<file path="src/rtl/mem_arb_pkg.sv">
// Shared types and constants for the fetch/data memory port arbiter.
package mem_arb_pkg;

  typedef enum logic [1:0] {IDLE, GRANT_D, GRANT_F, RESP} arbState_t;

  typedef enum logic {REQ_F, REQ_D} reqId_t;

  // Instruction fetches are always full-word reads.
  localparam logic [2:0] FETCH_SIZE = 3'b010;

endpackage

</file>
<file path="src/rtl/mem_arb_watchdog.sv">
// Saturating up-counter with clear/enable and a terminal-count flag.
// It serves as both the transaction watchdog and the fetch starvation counter.
module mem_arb_watchdog #(
  parameter int CNT_WIDTH = 8,
  parameter int LIMIT     = 255
) (
  input  logic clk,
  input  logic rst,
  input  logic clr_i,
  input  logic en_i,
  output logic tc_o
);

  localparam logic [CNT_WIDTH-1:0] LIMIT_C = CNT_WIDTH'(LIMIT);

  logic [CNT_WIDTH-1:0] cnt_q;

  // NOTE: sequential state uses non-blocking assignments so every flop samples pre-edge values.
  always_ff @(posedge clk) begin
    if (rst) begin
      cnt_q <= '0;
    end else if (clr_i) begin
      cnt_q <= '0;
    end else if (en_i && (cnt_q != LIMIT_C)) begin
      cnt_q <= cnt_q + 1'b1;
    end
  end

  assign tc_o = (cnt_q == LIMIT_C);

endmodule

</file>
<file path="src/rtl/mem_port_arbiter.sv">
// Arbitrates one single-ported memory between instruction fetch and load/store,
// with data priority, fetch anti-starvation, a hung-transaction watchdog and flush.
module mem_port_arbiter
  import mem_arb_pkg::*;
#(
  parameter int DATA_WIDTH     = 32,
  parameter int ADDR_WIDTH     = 32,
  parameter int STARVE_LIMIT   = 4,
  parameter int TIMEOUT_CYCLES = 255,
  parameter int CNT_WIDTH      = 8
) (
  input  logic                  clk,
  input  logic                  rst,
  input  logic                  ifReq,
  input  logic [ADDR_WIDTH-1:0] ifAddr,
  input  logic                  ifFlush,
  output logic [DATA_WIDTH-1:0] ifRdata,
  output logic                  ifValid,
  input  logic                  dmReq,
  input  logic                  dmWe,
  input  logic [2:0]            dmSize,
  input  logic [ADDR_WIDTH-1:0] dmAddr,
  input  logic [DATA_WIDTH-1:0] dmWdata,
  output logic [DATA_WIDTH-1:0] dmRdata,
  output logic                  dmValid,
  output logic                  memReq,
  output logic                  memWe,
  output logic [2:0]            memSize,
  output logic [ADDR_WIDTH-1:0] memAddr,
  output logic [DATA_WIDTH-1:0] memWdata,
  input  logic [DATA_WIDTH-1:0] memRdata,
  input  logic                  memAck,
  output logic                  StallF,
  output logic                  StallM,
  output logic                  busErr
);

  arbState_t             state_q, state_d;
  logic                  memReq_q, memReq_d;
  logic                  memWe_q, memWe_d;
  logic [2:0]            memSize_q, memSize_d;
  logic [ADDR_WIDTH-1:0] memAddr_q, memAddr_d;
  logic [DATA_WIDTH-1:0] memWdata_q, memWdata_d;
  logic [DATA_WIDTH-1:0] ifRdata_q, ifRdata_d;
  logic [DATA_WIDTH-1:0] dmRdata_q, dmRdata_d;
  logic                  ifValid_q, ifValid_d;
  logic                  dmValid_q, dmValid_d;
  logic                  busErr_q, busErr_d;
  logic                  flushed_q, flushed_d;

  reqId_t winner;
  logic   grant;
  logic   in_grant;
  logic   starve_clr, starve_en, starve_tc;
  logic   wd_tc;

  assign in_grant = (state_q == GRANT_D) || (state_q == GRANT_F);

  // Watchdog terminal count marks the last GRANT cycle the memory is allowed.
  mem_arb_watchdog #(.CNT_WIDTH(CNT_WIDTH), .LIMIT(TIMEOUT_CYCLES - 1)) u_timeout (
    .clk   (clk),
    .rst   (rst),
    .clr_i (!in_grant),
    .en_i  (in_grant),
    .tc_o  (wd_tc)
  );

  mem_arb_watchdog #(.CNT_WIDTH(CNT_WIDTH), .LIMIT(STARVE_LIMIT)) u_starve (
    .clk   (clk),
    .rst   (rst),
    .clr_i (starve_clr),
    .en_i  (starve_en),
    .tc_o  (starve_tc)
  );

  // NOTE: every signal written here gets a default first, so no path can infer a latch.
  always_comb begin
    state_d    = state_q;
    memReq_d   = memReq_q;
    memWe_d    = memWe_q;
    memSize_d  = memSize_q;
    memAddr_d  = memAddr_q;
    memWdata_d = memWdata_q;
    ifRdata_d  = ifRdata_q;
    dmRdata_d  = dmRdata_q;
    ifValid_d  = 1'b0;
    dmValid_d  = 1'b0;
    busErr_d   = busErr_q;
    flushed_d  = flushed_q;
    winner     = REQ_D;
    grant      = 1'b0;
    starve_clr = 1'b0;
    starve_en  = 1'b0;

    case (state_q)
      IDLE: begin
        if (ifReq && (starve_tc || !dmReq)) begin
          winner = REQ_F;
          grant  = 1'b1;
        end else if (dmReq) begin
          winner = REQ_D;
          grant  = 1'b1;
        end
        starve_clr = !ifReq || (grant && (winner == REQ_F));
        starve_en  = grant && (winner == REQ_D) && ifReq;
        if (grant) begin
          memReq_d  = 1'b1;
          flushed_d = 1'b0;
          if (winner == REQ_F) begin
            state_d    = GRANT_F;
            memWe_d    = 1'b0;
            memSize_d  = FETCH_SIZE;
            memAddr_d  = ifAddr;
            memWdata_d = '0;
          end else begin
            state_d    = GRANT_D;
            memWe_d    = dmWe;
            memSize_d  = dmSize;
            memAddr_d  = dmAddr;
            memWdata_d = dmWdata;
          end
        end
      end
      GRANT_D, GRANT_F: begin
        if ((state_q == GRANT_F) && ifFlush) flushed_d = 1'b1;
        // An ack on the timeout cycle wins: it is a normal completion.
        if (memAck || wd_tc) begin
          memReq_d = 1'b0;
          state_d  = RESP;
          if (!memAck) busErr_d = 1'b1;
          if (state_q == GRANT_F) begin
            ifRdata_d = memAck ? memRdata : '0;
            ifValid_d = !(flushed_q || ifFlush);
          end else begin
            dmRdata_d = (memAck && !memWe_q) ? memRdata : '0;
            dmValid_d = 1'b1;
          end
        end
      end
      RESP:    state_d = IDLE;
      default: state_d = IDLE;
    endcase
  end

  always_ff @(posedge clk) begin
    if (rst) begin
      state_q    <= IDLE;
      memReq_q   <= 1'b0;
      memWe_q    <= 1'b0;
      memSize_q  <= '0;
      memAddr_q  <= '0;
      memWdata_q <= '0;
      ifRdata_q  <= '0;
      dmRdata_q  <= '0;
      ifValid_q  <= 1'b0;
      dmValid_q  <= 1'b0;
      busErr_q   <= 1'b0;
      flushed_q  <= 1'b0;
    end else begin
      state_q    <= state_d;
      memReq_q   <= memReq_d;
      memWe_q    <= memWe_d;
      memSize_q  <= memSize_d;
      memAddr_q  <= memAddr_d;
      memWdata_q <= memWdata_d;
      ifRdata_q  <= ifRdata_d;
      dmRdata_q  <= dmRdata_d;
      ifValid_q  <= ifValid_d;
      dmValid_q  <= dmValid_d;
      busErr_q   <= busErr_d;
      flushed_q  <= flushed_d;
    end
  end

  assign memReq   = memReq_q;
  assign memWe    = memWe_q;
  assign memSize  = memSize_q;
  assign memAddr  = memAddr_q;
  assign memWdata = memWdata_q;
  assign ifRdata  = ifRdata_q;
  assign dmRdata  = dmRdata_q;
  assign dmValid  = dmValid_q;
  assign busErr   = busErr_q;

  // A flush arriving in the RESP cycle itself still has to kill the fetch response.
  assign ifValid  = ifValid_q & ~ifFlush;
  assign StallF   = ifReq & ~ifValid;
  assign StallM   = dmReq & ~dmValid;

endmodule

</file>
<file path="config.mk">
export PLATFORM = sky130hd
export DESIGN_NAME = mem_port_arbiter
export DESIGN_NICKNAME = d
export VERILOG_FILES = /design/src/rtl/mem_arb_pkg.sv /design/src/rtl/mem_arb_watchdog.sv /design/src/rtl/mem_port_arbiter.sv
export SDC_FILE = /design/constraint.sdc
export NUM_CORES = 1
export LEC_CHECK = 0
export ABC_CLOCK_PERIOD_IN_PS = 3900
export CAP_MARGIN = 25
export CORE_MARGIN = 8
export CORE_UTILIZATION = 45
export CTS_CLUSTER_DIAMETER = 80
export DETAILED_ROUTE_END_ITERATION = 8
export HOLD_SLACK_MARGIN = 0.15
export PLACE_DENSITY = 0.93
export SLEW_MARGIN = 30
export SYNTH_ARGS = -nofsm -noshare
export SYNTH_HDL_FRONTEND = slang
export SYNTH_SLANG_ARGS = --single-unit
</file>
<file path="constraint.sdc">
create_clock -name clk -period 3.9 [get_ports clk]
set_input_delay 0.78 -clock clk [delete_from_list [all_inputs] [get_ports clk]]
set_output_delay 0.78 -clock clk [all_outputs]
set_load 0.005 [all_outputs]
</file>
==> results.cfg <==
[synth]
yosys.cell_types.count = 43
yosysWarnings = 0
synth-edff-count = 0
synth_top_cell_area_share_pct = 50.2
postSynthAreaPerCell_um2 = 9.67
synth_top_area_cell = dfxtp_1
ys_seq_elements = 155
synth-async-reset-ratio_pct = 0
synth_nets = 787
yosysSeqAreaShare_pct = 50.2
synthCells = 640
synth.area.top_cells = dfxtp_1 50%, a32o_1 11%, a211oi_2 5.7%
synth_flop_cell = dfxtp_1
netlist_area_mm2 = 0.00619

[die]
num_rows = 43
start_util_pct = 45.3
pin_count = 276
core_mm2 = 0.0137
dieArea_mm2 = 0.0178
die_w_um = 133
chipHeight_um = 133

[worst_setup_path]
cp_data_required_time_ps = 3120
startpoint = ifReq
startpoint_type = input port
cp_max_fo = 9
timing.rr.end = memAddr[25]$_SDFFE_PP0P_
r2r-start = state_q[1]$_SDFFE_PP0P_
critical_path_class = input port to primary output
cp.arrival_ps = 2120
end_kind = primary output
r2r_cells = 7
rrSetupSlack_ps = 1750

[drt]
drtAntennaViolNets = 0
post-route-drc-count = 0
wl_per_cell_um = 20.1
first_iter_violations = 414
vias_per_cell = 5.56
vias = 5993
firstDrtPassIters = 5
routed_wl_um = 21700

[placement]
place_congestion = 0.836
placed_area_mm2 = 0.00899
numPortBuffers = 275
dp_hpwl_um = 15300
numPlacedInstances = 1045
dp_slack_ps = 967

[outcome]
run_status = completed

[clock_network]
cts_tree = built
cts_buffers = 17
hold_buffers = 0
htree_num_levels = 4
insertion_delay_ps = 420
clock_sinks = 155
clk_pin_slew_worst_paths_ps = 60
postCtsSetupBuffers = 0
clockRootBuffer = clkbuf_16
cts_buffer_depth = 2
cts_resized = 0

[pwr]
p_clk_share_pct = 28.6
p_per_area_mw_per_mm2 = 602
switching_power_mw = 1.90
p_int_mw = 3.87
ir_worst_vdd_uv = 414
power_mw = 5.76
cellLeakagePower_nw = 3.45
seq_power_share_pct = 35.9
comb_power_share_pct = 35.6
switching_share_pct = 32.9

[min_path]
min_to = ifValid_q$_SDFF_PP0_
min_from = flushed_q$_SDFFE_PP0P_
hold_path_class = register to register
hold_path_depth = 1

[grt]
grt_util_met3_pct = 7.83
grt_use_met2_pct = 40.0
globalRouteMet1Util_pct = 25.6
grt_pass1_wl_um = 33300
busiest_layer = met2
antenna_found_initial = 0
grt_max_degree = 69
grt_overflow = 0
grtUsageTotal_pct = 23.6
grt_pass1_vias = 5942

[timing]
clock.fmax_mhz = 345
clock_skew_ps = 8.91
setup_viol = 0
drv_slew = 0
tns_ps = 0
finalHoldViolCount = 0
fin_crit_sh_pct = 74.3
slew-limit-headroom_pct = 47.7
rsz0062_at_grt = false
worstMarginPinSlew_ps = 785
finalCriticalPeriod_ps = 2900
hold_ws_ps = 419
fin_ws_ps = 1000

[layout]
nets = 1031
n_antenna_cell = 0
utilization_pct = 70.1
n_fill_cell = 999
drive_above_1_share_pct = 10.4
stdcell_count = 1077
syn_to_final_growth_pct = 54.9
fin_area_mm2 = 0.00958

[flow_run]
drv_cap = 0
synth_stat cells, types with 2 or more instances:
library cell and number:
nand4_1 6, a211oi_1 7, nor2b_1 6, nand3b_1 2, inv_1 7, nand2_1 78
a21o_1 2, buf_1 2, and3_1 5, nor3_1 5, dfxtp_1 155, buf_6 7
nor2_1 51, xor2_1 3, buf_2 14, nand3_1 41, nand2b_1 3, ha_1 9
a32o_1 65, nor3b_1 2, a21oi_1 67, a21oi_2 12, clkbuf_1 36, o21ai_0 3
a211oi_2 28, xnor2_1 7
critical path, cell delays in order:
cell and delay, ps:
clkdlybuf4s50_1 660, nor2b_1 180, clkdlybuf4s50_1 510
power by group through the flow:
stage	sequential [mW]	clock (mW)	combinational (mW)
detailed placement	2.09	0	2.04
finish	2.07	1.65	2.05
global route	2.10	1.73	2.21
global placement	2.07	0	1.99
floorplan	2.09	0	1.02
CTS	2.06	1.67	2.06
cells in the final DEF, fill, tap and decap left out, types with 6 or more instances in the layout:
| cell | n |
|---|---|
| a211oi_1 | 7 |
| a211oi_2 | 28 |
| a21oi_1 | 66 |
| a21oi_2 | 12 |
| a32o_1 | 65 |
| buf_4 | 9 |
| clkbuf_16 | 17 |
| clkdlybuf4s50_1 | 273 |
| dfxtp_1 | 155 |
| ha_1 | 9 |
| inv_1 | 7 |
| nand2_1 | 78 |
| nand3_1 | 41 |
| nand4_1 | 6 |
| nor2_1 | 50 |
| xnor2_1 | 7 |
flip-flops by register name (all words and copies together) (netlist names):
name	flops
dmRdata	32
ifRdata	32
memAddr	32
memWdata	32
u_starve.cnt_q	8
u_timeout.cnt_q	8
memSize	3
state_q	2
busErr	1
dmValid	1
flushed_q	1
ifValid_q	1
memReq	1
memWe	1
worst max path at each step:
stage | slack [ps] | cells after the start | end
after floorplan | 1890 | 7 | state_q[0]$_SDFFE_PP0P_
final | 1000 | 3 | StallF
after CTS | 990 | 3 | StallF
after detailed placement | 970 | 6 | state_q[0]$_SDFFE_PP0P_
after global routing | 960 | 3 | StallM
after global placement | 1010 | 6 | state_q[0]$_SDFFE_PP0P_
layer usage:
layer  share of wire, %  up-vias
met3                6.8       60
met1                 38     2883
met4                4.5        0
met2                 51      227
met5                  0        -
li1                   -     2823
final cells by class:
class	count	area [µm²]	area share (%)
Clock buffer	19	443	4.62
Clock inverter	13	144	1.50
Inverter	7	26.3	0.274
Multi-Input combinational cell	418	2790	29.2
Sequential cell	155	3100	32.4
Tap cell	180	225	2.35
Timing Repair Buffer	285	2850	29.7
cell families (layout without fill, tap and decap cells):
logic type,after synthesis,in the layout,synth area share (%)
simple gates,206,206,15.5
xor+xnor,10,10,1.42
fa+ha+maj,9,9,1.82
flops,155,155,50.2
buf+inv,67,324,5.22
compound gates,193,193,25.9
No activity file was read; power rests on OpenSTA's default activity.
